--- src/rtl/fp_pipe_pkg.sv ---
// Shared widths and helpers for the floating-point datapath pipeline buffers.
package fp_pipe_pkg;

    localparam int FP_MANT_W = 24;
    localparam int FP_EXP_W  = 8;
    localparam int FP_CH     = 4;

    typedef logic [FP_EXP_W-1:0] fp_exp_t;

    function automatic int clog2(input int n);
        int r;
        r = 0;
        while ((1 << r) < n) begin
            r++;
        end
        return r;
    endfunction

endpackage

--- src/rtl/fp_pipe_stage.sv ---
// One elastic register stage: valid bit plus data word.
// Latency: 1 cycle. Backpressure: loads only while empty or while the next stage drains it.
// Ready out is combinational from next-stage ready so bubbles collapse.
module fp_pipe_stage #(
    parameter int DW = 96
) (
    input  logic          clk,
    input  logic          rst_n,
    input  logic          flush_i,
    input  logic          vld_i,
    input  logic [DW-1:0] dat_i,
    input  logic          nxt_rdy_i,
    output logic          rdy_o,
    output logic          vld_o,
    output logic [DW-1:0] dat_o
);

    logic          vld_q;
    logic          vld_d;
    logic [DW-1:0] dat_q;
    logic [DW-1:0] dat_d;

    assign rdy_o = !vld_q || nxt_rdy_i;

    // Data only moves on a real transfer; an empty stage keeps stale data.
    always_comb begin
        vld_d = vld_q;
        dat_d = dat_q;
        if (flush_i) begin
            vld_d = 1'b0;
        end else if (rdy_o) begin
            vld_d = vld_i;
            if (vld_i) begin
                dat_d = dat_i;
            end
        end
    end

    always_ff @(posedge clk or negedge rst_n) begin
        if (!rst_n) begin
            vld_q <= 1'b0;
            dat_q <= '0;
        end else begin
            vld_q <= vld_d;
            dat_q <= dat_d;
        end
    end

    assign vld_o = vld_q;
    assign dat_o = dat_q;

endmodule

--- src/rtl/fp_pipe_buf.sv ---
// Elastic DEPTH-stage buffer carrying CH independent W-bit channels, with flush and occupancy.
// Latency: DEPTH cycles from input sampling to output when unstalled.
// Backpressure: combinational ready chain from out_ready; full pipe passes through when out_ready=1.
module fp_pipe_buf
    import fp_pipe_pkg::*;
#(
    parameter int DEPTH = 2,
    parameter int CH    = FP_CH,
    parameter int W     = FP_MANT_W,
    localparam int OCC_W = clog2(DEPTH + 1)
) (
    input  logic              clk,
    input  logic              rst_n,
    input  logic              flush,
    input  logic              in_valid,
    output logic              in_ready,
    input  logic [CH*W-1:0]   in_data,
    output logic              out_valid,
    input  logic              out_ready,
    output logic [CH*W-1:0]   out_data,
    output logic [OCC_W-1:0]  occupancy
);

    localparam int DW = CH * W;

    logic             in_hs;
    logic             out_hs;
    logic [OCC_W-1:0] occ_q;
    logic [OCC_W-1:0] occ_d;

    // Per-stage wires live inside each generate iteration so the ready
    // chain is a set of distinct nets rather than one self-referencing vector.
    for (genvar i = 0; i < DEPTH; i++) begin : g_stage
        logic          ld_vld;
        logic [DW-1:0] ld_dat;
        logic          nxt_rdy;
        logic          rdy;
        logic          vld;
        logic [DW-1:0] dat;

        if (i == DEPTH - 1) begin : g_tail
            assign nxt_rdy = out_ready;
        end else begin : g_mid
            assign nxt_rdy = g_stage[i+1].rdy;
        end

        if (i == 0) begin : g_head
            assign ld_vld = in_hs;
            assign ld_dat = in_data;
        end else begin : g_body
            assign ld_vld = g_stage[i-1].vld;
            assign ld_dat = g_stage[i-1].dat;
        end

        fp_pipe_stage #(
            .DW(DW)
        ) u_stage (
            .clk       (clk),
            .rst_n     (rst_n),
            .flush_i   (flush),
            .vld_i     (ld_vld),
            .dat_i     (ld_dat),
            .nxt_rdy_i (nxt_rdy),
            .rdy_o     (rdy),
            .vld_o     (vld),
            .dat_o     (dat)
        );
    end

    assign in_ready  = g_stage[0].rdy && !flush;
    assign out_valid = g_stage[DEPTH-1].vld;
    assign out_data  = g_stage[DEPTH-1].dat;

    assign in_hs  = in_valid && in_ready;
    assign out_hs = out_valid && out_ready;

    always_comb begin
        occ_d = occ_q;
        if (flush) begin
            occ_d = '0;
        end else if (in_hs && !out_hs) begin
            occ_d = occ_q + OCC_W'(1);
        end else if (!in_hs && out_hs) begin
            occ_d = occ_q - OCC_W'(1);
        end
    end

    always_ff @(posedge clk or negedge rst_n) begin
        if (!rst_n) begin
            occ_q <= '0;
        end else begin
            occ_q <= occ_d;
        end
    end

    assign occupancy = occ_q;

    a_occ_max: assert property (@(posedge clk) disable iff (!rst_n) occ_q <= OCC_W'(DEPTH));
    a_occ_underflow: assert property (@(posedge clk) disable iff (!rst_n)
        (out_hs && !in_hs) |-> (occ_q != '0));

endmodule

--- config.mk ---
export PLATFORM = sky130hd
export DESIGN_NAME = fp_pipe_buf
export DESIGN_NICKNAME = d
export VERILOG_FILES = /design/src/rtl/fp_pipe_pkg.sv /design/src/rtl/fp_pipe_stage.sv /design/src/rtl/fp_pipe_buf.sv
export SDC_FILE = /design/constraint.sdc
export NUM_CORES = 1
export LEC_CHECK = 0
export CORE_MARGIN = 8
export CORE_UTILIZATION = 25
export DETAILED_ROUTE_END_ITERATION = 10
export GPL_TIMING_DRIVEN = 1
export PLACE_DENSITY = 0.57
export SETUP_SLACK_MARGIN = 0.05
export SLEW_MARGIN = 20
export SYNTH_ARGS = -nofsm -noshare
export SYNTH_HDL_FRONTEND = slang
export SYNTH_SLANG_ARGS = --single-unit
--- constraint.sdc ---
create_clock -name clk -period 1.6 [get_ports clk]
set_input_delay 0.48 -clock clk [delete_from_list [all_inputs] [get_ports clk]]
set_output_delay 0.48 -clock clk [all_outputs]
set_load 0.02 [all_outputs]
* Word-level counts from Yosys, hierarchy flattened
Index checks and enable logic that the tools add are counted.
W data, S select, Z words.
** Word-level totals
- Bits in registers :: 196
- Bits of input ports :: 101
- Output and inout bits :: 100
- Word-level logic and storage cells :: 32
** Cells by class
- $add $sub $neg :: 2
- Multiplexer cells :: 7
- Bitwise gates (word level) :: 1
- Reductions and logical operators :: 17
** Operators by type and width (count)
- $mux W2 :: 3
- $reduce_and A3 Y1 :: 2
- $logic_and A1 B1 Y1 :: 5
- $logic_not A1 Y1 :: 5
- $mux W1 :: 4
- $reduce_bool A2 Y1 :: 2
- $reduce_bool A3 Y1 :: 1
- $add A2 B1 Y2 const B :: 1
- $logic_or A1 B1 Y1 :: 2
- $sub A2 B1 Y2 const B :: 1
- $not A1 Y1 :: 1

* Depth between registers and ports, before layout
Gate-level depths: netlist (run 1).
- Depth after elaboration :: 10
- Depth in mapped cells :: 6
- Mapped depth without buffers :: 3

* Hierarchy
Synthesis (run 1) repeated with hierarchy kept, for this count alone.
** Unflattened totals
- Cells, all modules :: 433
- Area total of the unflattened synthesis :: 7403.4 um^2
** Modules (own cells, without submodules)
- fp_pipe_stage :: instances 2, cells an instance 208, area each 3624.7 um^2, sequential area each 2427.3 um^2
- fp_pipe_buf :: instances 1, cells an instance 17, area each 153.9 um^2, sequential area each 50.0 um^2

* Least setup slack after synthesis (run 1)
OpenSTA, ideal clock, no wires.
- Kind :: input to register
- Start :: in flush
- End :: reg g_stage[0].u_stage.dat_q[55]
- Library setup time :: 125 ps
- Data arrival time :: 1733 ps
- Required time :: 1475 ps
- Setup slack :: -259 ps
- Stages on the path :: 6
- Path buffers :: 4
- Path through :: clkbuf_1 > or3b_1 > buf_2 > buf_6 > buf_6 > mux2_4
** On the way
- Word-level cells in the longest chain between the ends :: 4
- Elaborated cells between the ends (all ways) :: 5
- Classes of those cells :: 1 x bitwise; 4 x reduce/logical
** Ends and longest elaborated chain
- from (decl) :: RTL line fp_pipe_buf.sv:14 : input logic flush,
- $logic_not A1 Y1 :: RTL line fp_pipe_buf.sv:70 : assign in_ready = g_stage[0].rdy && !flush;
- $logic_and A1 B1 Y1 :: RTL line fp_pipe_buf.sv:70
- $logic_and A1 B1 Y1 :: RTL line fp_pipe_buf.sv:74 : assign in_hs = in_valid && in_ready;
- $reduce_and A3 Y1 (no line) *
- to (signal assigned) :: RTL line fp_pipe_stage.sv:45 : dat_q <= dat_d;
- to (decl) :: RTL line fp_pipe_stage.sv:20 : logic [DW-1:0] dat_q;
Mark *: on every way between the ends. The rest lies on a longest branch, timed or not.
A chain may end at the register's enable or synchronous reset.

* Worst setup path in the final report (run 1)
- Start :: reg g_stage[1].u_stage.vld_q
- End :: reg g_stage[0].u_stage.dat_q[60]
** On the way
- Word-level cells in the longest chain between the ends :: 6
** Ends and longest elaborated chain
- from (decl) :: RTL line fp_pipe_stage.sv:18 : logic vld_q;
- from (signal assigned) :: RTL line fp_pipe_stage.sv:44 : vld_q <= vld_d;
- $logic_not A1 Y1 * :: RTL line fp_pipe_stage.sv:23 : assign rdy_o = !vld_q || nxt_rdy_i;
- $logic_or A1 B1 Y1 * (2 in a row) :: RTL line fp_pipe_stage.sv:23
- $logic_and A1 B1 Y1 :: RTL line fp_pipe_buf.sv:70
- $logic_and A1 B1 Y1 :: RTL line fp_pipe_buf.sv:74
- $reduce_and A3 Y1 (no line) *
Marked as above.

==> results of run 1 <==
==> worst register-to-register path, delay by kind of cell, from the launching register on <==
kind	cells	cell delay [ns]
AND/OR/NAND/NOR	2	0.69
flip-flops	1	0.42
multiplexers	1	0.35
buffers and inverters	1	0.22
==> worst paths after layout <==
path | start | endpoint | slack [ns] | depth (start not counted)
setup / recovery | g_stage[1].u_stage.vld_o | g_stage[0].u_stage.dat_o[60] | -0.20 | 4
hold / removal | rst_n | g_stage[1].u_stage.dat_o[57] | 0.48 | 2
setup reg to reg | g_stage[1].u_stage.vld_o | g_stage[0].u_stage.dat_o[60] | -0.20 | 4
hold reg to reg | g_stage[0].u_stage.dat_o[52] | g_stage[1].u_stage.dat_o[52] | 0.49 | 1
max in group asynchronous | rst_n | g_stage[1].u_stage.vld_o | 0.56 | 3
min in group clk | g_stage[0].u_stage.dat_o[52] | g_stage[1].u_stage.dat_o[52] | 0.49 | 1
==> final cells by class <==
class	count	area share, %
flip-flops and latches	196	45.1
multi-input cells	212	25.1
repair buffers	238	19.8
well taps	390	4.48
clock buffers	19	4.07
clock inverters	13	1.49
==> layout by cell type (no fill, tap or decap), drive strengths merged <==
cell           instances
clkdlybuf4s50         97
mux2                 194
nor2                   7
and3b                  2
nor4bb                 1
nor3b                  1
or3b                   1
o21ai                  1
dfrtp                196
inv                    6
buf                  132
and2b                  1
a21oi                  1
bufinv                 1
dlymetal6s2s           1
dlygate4sd2            1
clkinv                 6
nor2b                  2
a31oi                  1
clkbuf                25
dlygate4sd3            1
==> layer usage <==
metal | share of wire, % | routed length, µm | up-vias | track usage (%)
met5 | 0 | 0 | - | 0
li1 | - | - | 1987 | -
met1 | 47 | 9020 | 2272 | 13.7
met4 | 0.80 | 153 | 0 | 2.80
met2 | 46 | 8760 | 116 | 15.9
met3 | 6.6 | 1270 | 9 | 3.96
==> cell families after synthesis <==
family | synth area share [%]
mux | 31.1
flops | 65.4
simple gates | 1.27
compound gates | 0.217
buf+inv | 2.00
==> stage by stage <==
stage / hold WS, ns / worst slack, ns
2_1_floorplan: 0.184 / -0.227
3_3_place_gp: 0.367 / -0.804
3_5_place_dp: 0.363 / -0.816
4_1_cts: 0.450 / -0.212
5_1_grt: 0.465 / -0.262
6_report: 0.478 / -0.199
==> where the power goes <==
| part | switching, mW | total, mW | internal, mW |
|---|---|---|---|
| combinational | 1.94 | 4.07 | 2.13 |
| sequential | 0.611 | 6.68 | 6.06 |
| clock | 2.13 | 4.41 | 2.29 |
==> state kept, by name, indices dropped and copies added (netlist names) <==
signal	count
g_stage.u_stage.dat_o	192
g_stage.u_stage.vld_o	2
occupancy	2
==> repair_timing <==
| action | CTS | global route |
|---|---|---|
| setup endpoints to repair | 292 | 195 |
| hold endpoints to repair | 11 | 0 |
| resized for setup | 416 | 47 |
| hold buffers | 1 | 0 |
| setup buffers | 2 | 4 |
| gates cloned | 3 | 5 |
| pin swaps | 0 | 1 |
==> impl_results.md, run 1 <==
- Fin Clk Skew: 0.0134 ns
- WP data required: 1.90 ns
- Total chip power: roughly 15 mW
- Fin. Hold Viols: 0
- Largest net degree at the start of global routing: 51
- Pleak: roughly 5 nW
- Post-synth top cells: dfrtp_1, mux2_2, mux2_4
- Net Count, Synth: 531
- Final setup violation count: about 190
- CTS clk-pin slew, worst paths: 0.08 ns
- Synth Flop Type: dfrtp_1
- Vias in the first global route: 4,746
- CTS tree: done
- CTS Buf Count: 17
- Area Overhead vs Synth: 45.2%
- Htree depth: 4
- Sum Neg Setup Slack: -28.20 ns
- GRT Overall Usage: between 10% and 20%
- RSZ-0062 raised after global routing: yes
- Cell Pwr Density: between 1000 and 1500 mW/mm²
- Synth area leaders: dfrtp_1, mux2_2, mux2_4
- Clock latency on the worst-skew pair: around 0.43 ns
- Share of layout cells above drive strength 1: 54.1%
- Core area: 0.0296 mm²
- Height of the die: 189 µm
- Period utilization: 112%
- Starting Density: 25.4%
- Final setup margin: -0.199 ns
- Placed cell count: slightly above 1,000
- Maximum vdd drop: 0.000548 V
- Post-route cell area: 0.0109 mm²
- Clock sink count: 196
- Critical Path Fanout Max: 23
- Total gr overflow: 0
- Top cell type's share of synthesized area: 65.4%
- RD Place Congestion: 0.671
- Worst path max stage delay: 0.50 ns
- CP max stage cell: or3b_4
- Initial antenna violation count: 0
- Total Wirelength: 19.2 mm
- Max cap viols: 0
- Failing checks: setup timing
- Diode count: 0
- Post-DP Area: 0.0103 mm²
- Synth Register Bits: 196
- Syn Area/Cell: 17.4 µm²
- Global-route wire length before repair: 29.0 mm
- CP delay by family, top: simple AND/OR/NAND/NOR gates
- Register Area: 0.00491 mm²
- Rows: between 60 and 70
- Seq/Total Area, Yosys: 65.4%
- Max Slew Vio Count: 0
- Bufs and invs on worst path: 1
- Netlist Area Pre-Place: around 0.0075 mm²
- Longest Clk Path Bufs: 2
- Yosys Warn Count: 0
- Slew headroom: 82.3%
- Top-count cell post-synth: dfrtp_1
- Element type at the critical path start: flop
- EDFF count, synth: 0
- Fillers: 2,844
- Post-Route Utilization: 36.8%
- Routed Antenna Nets: 0
- Critical Path AT: around 2.1 ns
- Crit path capture type: flop
- First-iteration detailed-routing DRC count: 143
- Max Fclk: 556 MHz
- Hold/Removal Path Class: in2async
- Die area: between 0.03 and 0.04 mm²
- Chip Width: approximately 190 µm
- Via density: 4.10
- Cells after Synth: 430
- IO Count: ~200
- Worst-Margin Slew: 0.266 ns
- Residual DRC: 0
- Crit path kind: reg2reg
- CP Cell Sequence: and3b_1 > or3b_4 > buf_16 > mux2_4
- Wire per inst: around 18 µm
- I/O Buffers: 200
- Distinct cell type count after synthesis: 17
- Fin cells: roughly 1,100
- Tmin final: 1.80 ns
- Detail Placement HPWL: 12.6 mm
- Drt pass-1 iters: 4
- Final #Nets: 766
- Cell accounting for the most synthesized area: dfrtp_1
- Area of the multi-input gates: 0.00273 mm²
- Routed vias: 4,384
- Async S/R FF share, synth: 100%
- Root Driver: clkbuf_16
- Status: complete, but fails checks
Power figures use the tool's default switching activity.
==> run 2: changes to the inputs <==
Settings changed: CORE_UTILIZATION 25 to 40, PLACE_DENSITY 0.57 to 0.79.
==> run 2 against run 1 <==
  * The flow still finishes with violations (setup timing)
  * Routed wire length down 6.1%
  * Maximum frequency fell by 0.97%
  * Die area is 35% lower
  * Count of clock-buffer cells in the layout stayed put
  * Register-to-register slack worse by 0.02 ns
  * Non-clock buffer count grew 5
  * Worst hold slack better by 0.020 ns
  * Highest routed layer unchanged
==> impl_results.md, run 2 (synthesized netlist as in run 1, its figures left out) <==
- Height of the die: 153 µm (was 189 µm)
- CTS Buf Count: 17 (unchanged)
- CTS clk-pin slew, worst paths: 0.07 ns (was 0.08 ns)
- Register Area: 0.00491 mm² (unchanged)
- Crit path kind: reg2reg (unchanged)
- Vias in the first global route: 5,107 (was 4,746)
- Routed vias: 4,423 (was 4,384)
- Chip Width: 153 µm (was 189 µm)
- I/O Buffers: 200 (unchanged)
- Period utilization: 114% (was 112%)
- IO Count: 201 (unchanged)
- Cell Pwr Density: 1410 mW/mm² (was 1390 mW/mm²)
- Most frequent cells in the layout: dfrtp_1, mux2_2, buf_2, clkdlybuf4s50_1, mux2_4 (was dfrtp_1, mux2_4, clkdlybuf4s50_1, buf_2, mux2_2)
- Htree depth: 4 (unchanged)
- Post-Route Utilization: 56.9% (was 36.8%)
- First-iteration detailed-routing DRC count: 138 (was 143)
- Starting Density: 40.4% (was 25.4%)
- Core area: 0.0186 mm² (was 0.0296 mm²)
- Diode count: 0 (unchanged)
- Longest Clk Path Bufs: 2 (unchanged)
- Failing checks: setup timing (unchanged)
- Hold/Removal Path Class: reg2reg (was in2async)
- Clock sink count: 196 (unchanged)
- Critical Path Fanout Max: 49 (was 23)
- Critical Path AT: 2.13 ns (was 2.10 ns)
- Residual DRC: 0 (unchanged)
- Maximum vdd drop: 0.00102 V (was 0.000548 V)
- Rows: 50 (was 63)
- Clock latency on the worst-skew pair: 0.43 ns (about the same)
- GRT Overall Usage: 15.7% (was 10.4%)
- Max Fclk: 550 MHz (was 556 MHz)
- Final setup margin: -0.217 ns (was -0.199 ns)
- Fin. Hold Viols: 0 (unchanged)
- Fin cells: 917 (was 1,068)
- Tmin final: 1.82 ns (was 1.80 ns)
- Fin Clk Skew: 0.0104 ns (was 0.0134 ns)
- Wire per inst: 19.7 µm (was 18.0 µm)
- Detail Placement HPWL: 12.6 mm (about the same)
- Via density: 4.82 (was 4.10)
- Max Slew Vio Count: 0 (unchanged)
- Status: complete, but fails checks (unchanged)
- Placed cell count: 868 (was 1,022)
- WP data required: 1.91 ns (was 1.90 ns)
- Pleak: 4.91 nW (was 5.00 nW)
- Largest register FFs: 192 (unchanged)
- Sum Neg Setup Slack: -27.29 ns (was -28.20 ns)
- Max cap viols: 0 (unchanged)
- Crit path capture type: flop (unchanged)
- Total Wirelength: 18.0 mm (was 19.2 mm)
- Final setup violation count: 194 (unchanged)
- Final hold slack: 0.498 ns (was 0.478 ns)
- Fillers: 1,435 (was 2,844)
- Final #Nets: 771 (was 766)
- Initial antenna violation count: 0 (unchanged)
- Most common cell after layout, fill and taps aside: dfrtp_1 (unchanged)
- Share of layout cells above drive strength 1: 54.8% (was 54.1%)
- Routed Antenna Nets: 0 (unchanged)
- RD Place Congestion: 0.753 (was 0.671)
- Largest net degree at the start of global routing: 50 (was 51)
- Area Overhead vs Synth: 40.9% (was 45.2%)
- Drt pass-1 iters: 4 (unchanged)
- RSZ-0062 raised after global routing: yes (unchanged)
- Root Driver: clkbuf_16 (unchanged)
- Worst-Margin Slew: 0.358 ns (was 0.266 ns)
- Die area: 0.0234 mm² (was 0.0358 mm²)
- Area of the multi-input gates: 0.00261 mm² (was 0.00273 mm²)
- Global-route wire length before repair: 29.1 mm (was 29.0 mm)
- CTS tree: done (unchanged)
- Total gr overflow: 0 (unchanged)
- Slew headroom: 76.1% (was 82.3%)
- Element type at the critical path start: flop (unchanged)
==> run 2: cell types whose count changed in the layout (fill, tap and decap cells not counted), moves of 2 or more <==
cell       before  now
buf_8           2    0
buf_16          5    3
inv_6           4    2
inv_8           2    4
mux2_4        113   80
bufbuf_16       0    2
clkbuf_16      22   19
mux2_2         81  114
buf_12         10   13
clkinv_8        3    0
buf_4          10   16
==> run 2: worst paths after layout <==
check / depth (start not counted) / to / slack [ns] / startpoint
worst min-delay path: 1 / g_stage[1].u_stage.dat_o[36] / 0.50 / g_stage[0].u_stage.dat_o[36]
min in group asynchronous: 2 / g_stage[1].u_stage.dat_o[37] / 0.53 / rst_n
max in group asynchronous: 3 / g_stage[0].u_stage.dat_o[69] / 0.53 / rst_n
worst max register to register: 4 / g_stage[0].u_stage.dat_o[65] / -0.22 / g_stage[1].u_stage.vld_o
worst min register to register: 1 / g_stage[1].u_stage.dat_o[36] / 0.50 / g_stage[0].u_stage.dat_o[36]
worst max-delay path: 4 / g_stage[0].u_stage.dat_o[65] / -0.22 / g_stage[1].u_stage.vld_o
==> run 2: where the power goes <==
group	total, mW	internal [mW]	switching [mW]
registers	6.70	6.07	0.631
logic	3.91	1.99	1.92
clock network	4.26	2.29	1.97
total	14.9	10.3	4.52
==> run 2: metrics by stage <==
stage          total power, mW  setup slack, ns  instance area (µm²)
6_report                  14.9           -0.217                10600
5_1_grt                   15.6           -0.241                10600
4_1_cts                   15.0           -0.199                10400
3_5_place_dp              11.4           -0.820                10100
3_3_place_gp              11.2           -0.788                10100
2_1_floorplan             9.01           -0.227                 7710
==> run 2: cell type report <==
type,count,area share [%]
sequential,196,46.4
clock buffer,19,4.28
tap,234,2.77
clock inverter,13,1.33
timing repair buffer,243,20.5
multi-input combinational,212,24.7
==> run 2: timing repair <==
item	CTS	global route
gates cloned	4	2
hold endpoints to repair	26	0
resized for setup	413	8
hold buffers	1	0
buffers inserted	4	7
setup endpoints to repair	292	194
pin swaps	1	0
==> run 2: layer usage <==
metal	wire, µm	track usage (%)
met3	1160	5.86
met2	9020	26.3
met4	235	4.85
met1	7610	18.6
met5	0	0
==> run 2: critical path: stages, from the launching register on <==
cell and delay (ns):
dfrtp_2 0.43, and3b_2 0.23, or3b_4 0.44, buf_12 0.20
mux2_4 0.34
==> run 3: changes to the inputs <==
Settings changed: REMOVE_ABC_BUFFERS set to 1.
==> run 3 against run 2 <==
  * The flow still finishes with violations (setup timing)
  * Utilization is 0.56 points lower
  * Combinational power down 4%
  * Clock skew is 0.00060 ns higher
  * Flip-flop and latch count unchanged
  * Critical endpoint is now g_stage[0].u_stage.dat_o[89]
  * Largest power group unchanged
==> impl_results.md, run 3 (synthesized netlist as in run 1, its figures left out) <==
- Switch share: 29.0% (was 30.4%)
- CP Cell Sequence: and3b_2 > or3b_4 > buf_12 > clkbuf_16 > mux2_4 (was and3b_2 > or3b_4 > buf_12 > mux2_4)
- Met1 Usage GRT: 17.9% (was 18.6%)
- Cell Pwr Density: 1430 mW/mm² (was 1410 mW/mm²)
- Place WS: -0.804 ns (was -0.820 ns)
- Failing checks: setup timing (unchanged)
- Post-Route Utilization: 56.3% (was 56.9%)
- Starting Density: 40.4% (unchanged)
- Post-DP Area: 0.00998 mm² (was 0.0101 mm²)
- Longest Clk Path Bufs: 2 (unchanged)
- Area Overhead vs Synth: 39.5% (was 40.9%)
- Worst-Margin Slew: 0.418 ns (was 0.358 ns)
- Maximum vdd drop: 0.000826 V (was 0.00102 V)
- Residual DRC: 0 (unchanged)
- Clock sink count: 196 (unchanged)
- Largest register FFs: 192 (unchanged)
- CTS Buf Count: 17 (unchanged)
- Setup crit start: g_stage[1].u_stage.vld_o (unchanged)
- Htree depth: 4 (unchanged)
- NetSw: 4.34 mW (was 4.52 mW)
- Final setup margin: -0.227 ns (was -0.217 ns)
- RD Place Congestion: 0.766 (was 0.753)
- Total Wirelength: 18.6 mm (was 18.0 mm)
- Reg power frac: 44.7% (was 45.1%)
- Max cap viols: 0 (unchanged)
- Internal power: 10.6 mW (was 10.3 mW)
- Wire per inst: 20.2 µm (was 19.7 µm)
- Share of layout cells above drive strength 1: 54.5% (was 54.8%)
- First-iteration detailed-routing DRC count: 135 (was 138)
- IO Count: 201 (unchanged)
- Clock power frac: 30.2% (was 28.6%)
- Status: complete, but fails checks (unchanged)
- Final #Nets: 773 (was 771)
- Diode count: 0 (unchanged)
- Sum Neg Setup Slack: -33.99 ns (was -27.29 ns)
- GR met3 Demand/Resource: 5.10% (was 5.86%)
- Top Usage Layer GRT: met2 (unchanged)
- Largest net degree at the start of global routing: 48 (was 50)
- Period utilization: 114% (about the same)
- Routed Antenna Nets: 0 (unchanged)
- Die area: 0.0234 mm² (unchanged)
- Max Slew Vio Count: 0 (unchanged)
- Initial antenna violation count: 0 (unchanged)
- Via density: 4.84 (was 4.82)
- Core area: 0.0186 mm² (unchanged)
- Total chip power: 14.9 mW (about the same)
- Final setup violation count: 194 (unchanged)
- Root Driver: clkbuf_16 (unchanged)
- Worst path max stage delay: 0.42 ns (was 0.44 ns)
- Gate power share: 25.1% (was 26.3%)
- Critical Path AT: 2.13 ns (about the same)
- CTS tree: done (unchanged)
- Fin. Hold Viols: 0 (unchanged)
- Met2 Resource Use GR: 26.2% (was 26.3%)
- Critical Path Fanout Max: 7 (was 49)
- Routed vias: 4,446 (was 4,423)
- CTS clk-pin slew, worst paths: 0.07 ns (about the same)
- Vias in the first global route: 5,159 (was 5,107)
- Crit path kind: reg2reg (unchanged)
- Tmin final: 1.83 ns (was 1.82 ns)
- Global-route wire length before repair: 28.5 mm (was 29.1 mm)
- Clock latency on the worst-skew pair: 0.42 ns (was 0.43 ns)
- Chip Width: 153 µm (unchanged)
- Slew headroom: 72.1% (was 76.1%)
- RSZ-0062 raised after global routing: yes (unchanged)
- Detail Placement HPWL: 12.5 mm (was 12.6 mm)
- Most frequent cells in the layout: dfrtp_1, mux2_2, clkdlybuf4s50_1, buf_2, mux2_4 (was dfrtp_1, mux2_2, buf_2, clkdlybuf4s50_1, mux2_4)
- CP max stage cell: or3b_4 (unchanged)
- Element type at the critical path start: flop (unchanged)
- RR Startpoint: g_stage[1].u_stage.vld_o (unchanged)
- Total gr overflow: 0 (unchanged)
- I/O Buffers: 200 (unchanged)
- Most common cell after layout, fill and taps aside: dfrtp_1 (unchanged)
- Crit path capture type: flop (unchanged)
- Max Fclk: 547 MHz (was 550 MHz)
- Pleak: 4.82 nW (was 4.91 nW)
- GRT Overall Usage: 15.3% (was 15.7%)
- WP data required: 1.90 ns (was 1.91 ns)
- # hold bufs at CTS: 0 (was 1)
- Fin Clk Skew: 0.0110 ns (was 0.0104 ns)
- CP delay by family, top: simple AND/OR/NAND/NOR gates (unchanged)
- Rows: 50 (unchanged)
- Drt pass-1 iters: 4 (unchanged)
- Hold/Removal Path Class: in2async (was reg2reg)
- Bufs and invs on worst path: 2 (was 1)
- Height of the die: 153 µm (unchanged)
- Post-route cell area: 0.0105 mm² (was 0.0106 mm²)
run 3: metrics by stage:
stage / instances / hold slack [ns]
2_1_floorplan: 408 / 0.184
4_1_cts: 906 / 0.00566
5_1_grt: 918 / 0.0134
6_report: 918 / 0.00565
3_5_place_dp: 871 / 0.464
3_3_place_gp: 871 / 0.463
run 3: repair_timing:
item	CTS	global route
pin swaps	0	4
setup endpoints to repair	292	227
gates cloned	3	9
setup buffers	1	4
resized for setup	315	78
run 3: final cells by class:
type / instances / area [µm²]
fillers: 1478 / 8110
flip-flops and latches: 196 / 4900
multi-input cells: 212 / 2460
repair buffers: 245 / 2180
clock buffers: 21 / 460
well taps: 234 / 293
clock inverters: 10 / 169
run 3: final timing paths:
| kind | slack [ns] | to | cells past startpoint |
|---|---|---|---|
| worst min register to register | 0.51 | g_stage[0].u_stage.dat_o[31] | 1 |
| worst max register to register | -0.23 | g_stage[0].u_stage.dat_o[89] | 5 |
| max in group asynchronous | 1.03 | g_stage[1].u_stage.dat_o[11] | 2 |
| worst max-delay path | -0.23 | g_stage[0].u_stage.dat_o[89] | 5 |
| min in group clk | 0.50 | g_stage[1].u_stage.vld_o | 3 |
| worst min-delay path | 0.006 | occupancy[0] | 1 |
run 3: metal layers:
metal | vias to the layer above | wire length, µm
met5 | - | 0
met4 | 0 | 246
met3 | 19 | 1050
met2 | 127 | 9400
li1 | 2005 | -
met1 | 2295 | 7850
run 3: power groups by stage:
stage	clock network, mW	logic, mW	registers [mW]
floorplan	0	1.25	7.56
global placement	0	4.31	6.71
detailed placement	0	4.41	6.79
CTS	4.66	3.81	6.69
global route	4.85	3.99	6.83
finish	4.52	3.74	6.68
